$ cat src/rtl/sdrctrl_package.sv
// Shared types and constants for the Wishbone burst master in front of sdrc_top.
package sdrctrl_package;

  typedef enum logic [1:0] {
    IDLE = 2'd0,
    WR   = 2'd1,
    RD   = 2'd2
  } wbm_state_e;

  localparam logic [2:0] CTI_CLASSIC = 3'b000;
  localparam logic [2:0] CTI_INCR    = 3'b010;
  localparam logic [2:0] CTI_EOB     = 3'b111;

endpackage

$ cat src/rtl/wbm_ack_watchdog.sv
// Counts cycles spent waiting on a single Wishbone ack; flags expiry.
// Only built when WB_MASTER_TIMEOUT_EN is defined.
`ifdef WB_MASTER_TIMEOUT_EN
module wbm_ack_watchdog #(
  parameter int unsigned TIMEOUT_CYC = 1024
) (
  input  logic clk,
  input  logic rst_n,
  input  logic run,
  input  logic clear,
  output logic expire
);

  localparam int unsigned CW = $clog2(TIMEOUT_CYC + 1);

  logic [CW-1:0] count;

  always_ff @(posedge clk) begin
    if (!rst_n) begin
      count <= '0;
    end else if (clear) begin
      count <= '0;
    end else if (run) begin
      count <= count + CW'(1);
    end
  end

  // Fires in the last waiting cycle so the bus drops exactly TIMEOUT_CYC cycles in.
  assign expire = run && (count == CW'(TIMEOUT_CYC - 1));

endmodule
`endif

$ cat src/rtl/wb_burst_master.sv
// Wishbone B4 incrementing-burst master driving sdrc_top's wb_* slave port.
// Optional per-ack watchdog under WB_MASTER_TIMEOUT_EN.
module wb_burst_master
  import sdrctrl_package::*;
#(
  parameter int unsigned AW    = 32,
  parameter int unsigned DW    = 32,
  parameter int unsigned LEN_W = 8
`ifdef WB_MASTER_TIMEOUT_EN
  ,
  parameter int unsigned TIMEOUT_CYC = 1024
`endif
) (
  input  logic             sys_clk,
  input  logic             RESETN,
  input  logic             cmd_valid,
  output logic             cmd_ready,
  input  logic             cmd_we,
  input  logic [AW-1:0]    cmd_addr,
  input  logic [LEN_W-1:0] cmd_len,
  input  logic             wr_valid,
  output logic             wr_ready,
  input  logic [DW-1:0]    wr_data,
  output logic             rd_valid,
  output logic [DW-1:0]    rd_data,
  output logic             done,
  output logic             timeout,
  output logic             wb_cyc_i,
  output logic             wb_stb_i,
  output logic             wb_we_i,
  output logic [AW-1:0]    wb_addr_i,
  output logic [DW-1:0]    wb_dat_i,
  output logic [DW/8-1:0]  wb_sel_i,
  output logic [2:0]       wb_cti_i,
  input  logic             wb_ack_o,
  input  logic [DW-1:0]    wb_dat_o
);

  localparam int unsigned STEP = DW / 8;

  wbm_state_e       state, state_next;
  logic [LEN_W-1:0] rem, rem_next;
  logic             cyc_next, we_next, ready_next, done_next, rd_valid_next, timeout_next;
  logic [AW-1:0]    addr_next;
  logic [DW/8-1:0]  sel_next;
  logic [2:0]       cti_next;
  logic [DW-1:0]    rd_data_next;
  logic             beat, expire;

  // Write strobe follows the data source so gaps simply pause the burst.
  assign wb_stb_i = (state == RD) || ((state == WR) && wr_valid);
  assign wb_dat_i = (state == WR) ? wr_data : '0;
  assign wr_ready = (state == WR) && wr_valid && wb_ack_o;
  assign beat     = wb_stb_i && wb_ack_o;

`ifdef WB_MASTER_TIMEOUT_EN
  wbm_ack_watchdog #(.TIMEOUT_CYC(TIMEOUT_CYC)) u_watchdog (
    .clk   (sys_clk),
    .rst_n (RESETN),
    .run   (wb_stb_i && !wb_ack_o),
    .clear (!wb_cyc_i || wb_ack_o),
    .expire(expire)
  );
`else
  assign expire = 1'b0;
`endif

  always_ff @(posedge sys_clk) begin
    if (!RESETN) begin
      state     <= IDLE;
      rem       <= '0;
      cmd_ready <= 1'b0;
      wb_cyc_i  <= 1'b0;
      wb_we_i   <= 1'b0;
      wb_addr_i <= '0;
      wb_sel_i  <= '0;
      wb_cti_i  <= CTI_CLASSIC;
      done      <= 1'b0;
      rd_valid  <= 1'b0;
      rd_data   <= '0;
      timeout   <= 1'b0;
    end else begin
      state     <= state_next;
      rem       <= rem_next;
      cmd_ready <= ready_next;
      wb_cyc_i  <= cyc_next;
      wb_we_i   <= we_next;
      wb_addr_i <= addr_next;
      wb_sel_i  <= sel_next;
      wb_cti_i  <= cti_next;
      done      <= done_next;
      rd_valid  <= rd_valid_next;
      rd_data   <= rd_data_next;
      timeout   <= timeout_next;
    end
  end

  always_comb begin
    state_next    = state;
    rem_next      = rem;
    ready_next    = 1'b0;
    cyc_next      = wb_cyc_i;
    we_next       = wb_we_i;
    addr_next     = wb_addr_i;
    sel_next      = wb_sel_i;
    cti_next      = wb_cti_i;
    done_next     = 1'b0;
    rd_valid_next = 1'b0;
    rd_data_next  = rd_data;
    timeout_next  = timeout;
    case (state)
      IDLE: begin
        ready_next = 1'b1;
        if (cmd_valid && cmd_ready) begin
          state_next = cmd_we ? WR : RD;
          ready_next = 1'b0;
          cyc_next   = 1'b1;
          we_next    = cmd_we;
          addr_next  = cmd_addr;
          sel_next   = '1;
          rem_next   = (cmd_len == '0) ? LEN_W'(1) : cmd_len;
          cti_next   = (cmd_len <= LEN_W'(1)) ? CTI_EOB : CTI_INCR;
        end
      end
      WR, RD: begin
        if (expire) begin
          state_next   = IDLE;
          cyc_next     = 1'b0;
          we_next      = 1'b0;
          sel_next     = '0;
          cti_next     = CTI_CLASSIC;
          rem_next     = '0;
          timeout_next = 1'b1;
        end else if (beat) begin
          addr_next     = wb_addr_i + AW'(STEP);
          rem_next      = rem - LEN_W'(1);
          rd_valid_next = (state == RD);
          rd_data_next  = (state == RD) ? wb_dat_o : rd_data;
          cti_next      = (rem == LEN_W'(2)) ? CTI_EOB : CTI_INCR;
          if (rem == LEN_W'(1)) begin
            state_next = IDLE;
            cyc_next   = 1'b0;
            we_next    = 1'b0;
            sel_next   = '0;
            cti_next   = CTI_CLASSIC;
            done_next  = 1'b1;
          end
        end
      end
      default: state_next = IDLE;
    endcase
  end

endmodule

$ cat config.mk
export PLATFORM = sky130hd
export DESIGN_NAME = wb_burst_master
export DESIGN_NICKNAME = d
export VERILOG_FILES = /design/src/rtl/sdrctrl_package.sv /design/src/rtl/wbm_ack_watchdog.sv /design/src/rtl/wb_burst_master.sv
export SDC_FILE = /design/constraint.sdc
export NUM_CORES = 1
export LEC_CHECK = 0
export CORE_ASPECT_RATIO = 0.5
export CORE_MARGIN = 2
export CORE_UTILIZATION = 37
export CTS_CLUSTER_SIZE = 10
export DETAILED_ROUTE_END_ITERATION = 6
export HOLD_SLACK_MARGIN = 0.15
export PLACE_DENSITY = 0.78
export RECOVER_POWER = 25
export SLEW_MARGIN = 20
export SYNTH_ARGS = -nofsm -noshare
export SYNTH_HDL_FRONTEND = slang
export SYNTH_SLANG_ARGS = --single-unit
$ cat constraint.sdc
create_clock -name sys_clk -period 1.85 [get_ports sys_clk]
set_input_delay 0.37 -clock sys_clk [delete_from_list [all_inputs] [get_ports sys_clk]]
set_output_delay 0.37 -clock sys_clk [all_outputs]
set_load 0.02 [all_outputs]
==> reports/metrics.csv <==
stage,metric,value,unit
power_and_ir_drop,internal-power,7.10,mW
synth,netlist_top_cells_count,"107 x nand2_1, 81 x dfxtp_1, 70 x a21oi_1",
global_route,overflow,0,
synth,ys_types,59,
status,violations,negative setup slack,
sta,rsz0062_at_grt,true,
synth,synthTopCellsByArea,"dfxtp_1 37%, nand2_1 9.2%, a21oi_1 8.0%, and2_1 5.3%, o21ai_0 4.0%",
sta,fmax,535,MHz
cts,cts-root-buf,clkbuf_16,
global_route,grt.busiest_layer,met2,
synth,ys_ff_latch,81,
layout,layoutNonFillerInstCount,1013,
synth,synth_top_area_cell,dfxtp_1,
global_route,grt_util_all_layers,24.3,%
sta,period_minus_slack,1870,ps
worst_setup_path,required,2110,ps
synth,synth_edf_count,0,
floorplanning,row_count,28,
worst_setup_path,critPathCaptureType,register,
global_route,gr-usage-met3,5.60,%
worst_setup_path,r2r_slack,-20,ps
layout,fin_nets,961,
route,drt_iter0_drc,362,
cts,clock_sinks,81,
sta,layout_setup_ws,-17.7,ps
layout,fillers,1010,
synth,synth_seq_area_share,37.0,%
floorplanning,start_util,37.5,%
route,first_pass_iters,7,
run,maxCapViolations,0,
cts,insertion_delay,330,ps
sta,slew_viol_final,0,
sta,fin_skew,9.17,ps
floorplanning,fp.coreArea,11700,sq um
cts,cts_tree,yes,
route,drc,0,
sta,finalCritPeriodShare,101,%
cts,cts_max_level,3,
global_route,antenna_found_initial,0,
worst_setup_path,path_max_fanout,4,
sta,setup_viol,1,
power_and_ir_drop,p_comb_share,61.9,%
cts,cts-buffers-inserted,9,
hold_path,min_path_cells,2,
worst_setup_path,critPathLaunchType,register,
synth,synthesis.area,4390,sq um
synth,synth_nets,703,
synth,synth.most_common_cell,nand2_1,
placement,dpl.hpwl,11.6,mm
global_route,grt_pass1_vias,5110,
cts,clk_pin_slew,70,ps
synth,synth-async-reset-ratio,0,%
placement,pre_cts_ws,-348,ps
worst_setup_path,worst-setup-path-type,reg2reg,
synth,yosysWarnings,0,
cts,cts.path.max_buffers,2,
power_and_ir_drop,seqPwrFrac,21.5,%
synth,synthCells,585,
global_route,grt_max_degree,64,
floorplanning,ios,221,
placement,dp.cells,994,
power_and_ir_drop,p_clk_share,16.7,%
placement,numPortBuffers,219,
sta,holdWs,455,ps
floorplanning,die_area,12800,sq um
route,avgRoutedWirePerCell,15.8,um
sta,finalHoldViolCount,0,
synth,postSynthAreaPerCell,7.50,sq um
hold_path,hold_class,reg2reg,
power_and_ir_drop,power.switching_fraction,43.6,%
sta,fin_tns_setup,-17.7,ps
route,totalWireLength,16.0,mm
global_route,grt_pass1_wl,25.0,mm
sta,worstMarginPinSlew,689,ps
synth,synth_top_area_share,37.0,%
power_and_ir_drop,leakage,2.98,nW
route,vias_per_cell,5.32,
power_and_ir_drop,peakVddDrop,873,uV
global_route,use_met2,42.7,%
power_and_ir_drop,power.switching,5.49,mW
power_and_ir_drop,post-layout-total-power,12.6,mW
worst_setup_path,reg2reg_depth,9,
floorplanning,die_h,81.0,um
layout,area_delta_synth_final,71.9,%
power_and_ir_drop,powerDensity,1670,nW/um^2
placement,place.gp.congestion,0.902,
status,outcome,"complete, but fails checks",
floorplanning,dieWidth,158,um
synth,synthFlopType,dfxtp_1,
worst_setup_path,critPathArrivalTime,2120,ps
layout,drive_gt1_share,19.0,%
sta,slew_headroom,54.1,%
route,detail-route-antenna-nets,0,
global_route,met1_usage,29.7,%
layout,diodes,0,
route,vias,5389,
## cell usage in the layout (no fill, tap or decap), types with 4 or more instances in the layout
cell and n:
clkbuf_16 9, dlygate4sd2_1 5, nor3_2 4, buf_4 61
dfxtp_2 4, and2_1 37, nand4_1 18, and3_1 10
nor2b_1 5, dlymetal6s2s_1 7, buf_6 4, o21ai_0 34
clkdlybuf4s50_1 173, o22ai_1 8, nand3_1 27, ha_1 4
a21oi_1 70, nor4_1 7, nand2_1 106, inv_1 9
buf_2 32, a31oi_1 6, o211ai_1 10, or4_1 6
nor2_1 24, nor3_1 7, buf_12 5, dfxtp_1 76
## metal layers
| metal | up-vias | wire (um) |
|---|---|---|
| met4 | 0 | 360 |
| met3 | 38 | 1170 |
| li1 | 2616 | - |
| met1 | 2494 | 6840 |
| met5 | - | 0 |
| met2 | 241 | 7670 |
## layout make-up
type / count / area, sq um / area share [%]
Inverter: 12 / 47.5 / 0.630
Multi-Input combinational cell: 450 / 2660 / 35.3
Tap cell: 165 / 206 / 2.74
Timing Repair Buffer: 289 / 2640 / 35.0
Clock inverter: 7 / 125 / 1.66
Sequential cell: 81 / 1630 / 21.6
Clock buffer: 9 / 225 / 2.99
## critical path: stages (launching register included)
cell     delay, ps
dfxtp_2        330
buf_4          130
ha_4           150
a21oi_2         40
buf_4          140
buf_4          140
nor2_4         100
a31oi_2        130
or4b_1         480
a21oi_1        140
## cells by family (layout without fill, tap and decap cells)
kind of cell               Yosys count  after routing  share of synthesized area (%)
AOI/OAI and AO/OA                  160            160                           22.0
adders and majority gates            8              8                           2.28
buffers and inverters               54            317                           5.22
DFF                                 81             81                           37.0
muxes                                4              4                          0.941
other                                1              1                         0.0855
and+or+nand+nor                    277            277                           32.5
## registers in the layout, summed over array words and instances (netlist names)
register and flops:
rd_data 32, wb_we_i 1, wb_sel_i 1, cmd_ready 1, wb_cti_i 2, state 2, rem 8, done 1
rd_valid 1, wb_addr_i 32
## repair_timing
action | CTS | global route
pin swaps | 1 | 1
resized for setup | 136 | 44
hold buffers | 0 | 0
buffers inserted | 1 | 2
endpoints found under the setup margin | 56 | 62
## worst paths after layout
| path | startpoint | to |
|---|---|---|
| max | state[1]$_SDFFE_PN0P_ | state[1]$_SDFFE_PN0P_ |
| min reg2reg | rd_data[5]$_SDFFE_PN0P_ | rd_data[5]$_SDFFE_PN0P_ |
| min | rd_data[5]$_SDFFE_PN0P_ | rd_data[5]$_SDFFE_PN0P_ |
| max reg2reg | state[1]$_SDFFE_PN0P_ | state[1]$_SDFFE_PN0P_ |
## power by group through the flow
stage               combinational, mW  sequential, mW  clock [mW]
global placement                 7.39            2.68           0
CTS                              7.60            2.68        2.15
finish                           7.79            2.70        2.10
global route                     8.40            2.77        2.22
detailed placement               7.49            2.69           0
floorplan                        3.71            3.09           0
## metrics by stage
stage | area [sq um] | utilization, %
floorplan | 4410 | -
detailed placement | 7200 | 61.5
finish | 7540 | 64.4
global placement | 7200 | 61.5
CTS | 7580 | 64.8
global route | 7540 | 64.4
Note: power is estimated with default switching activity, not from simulation.
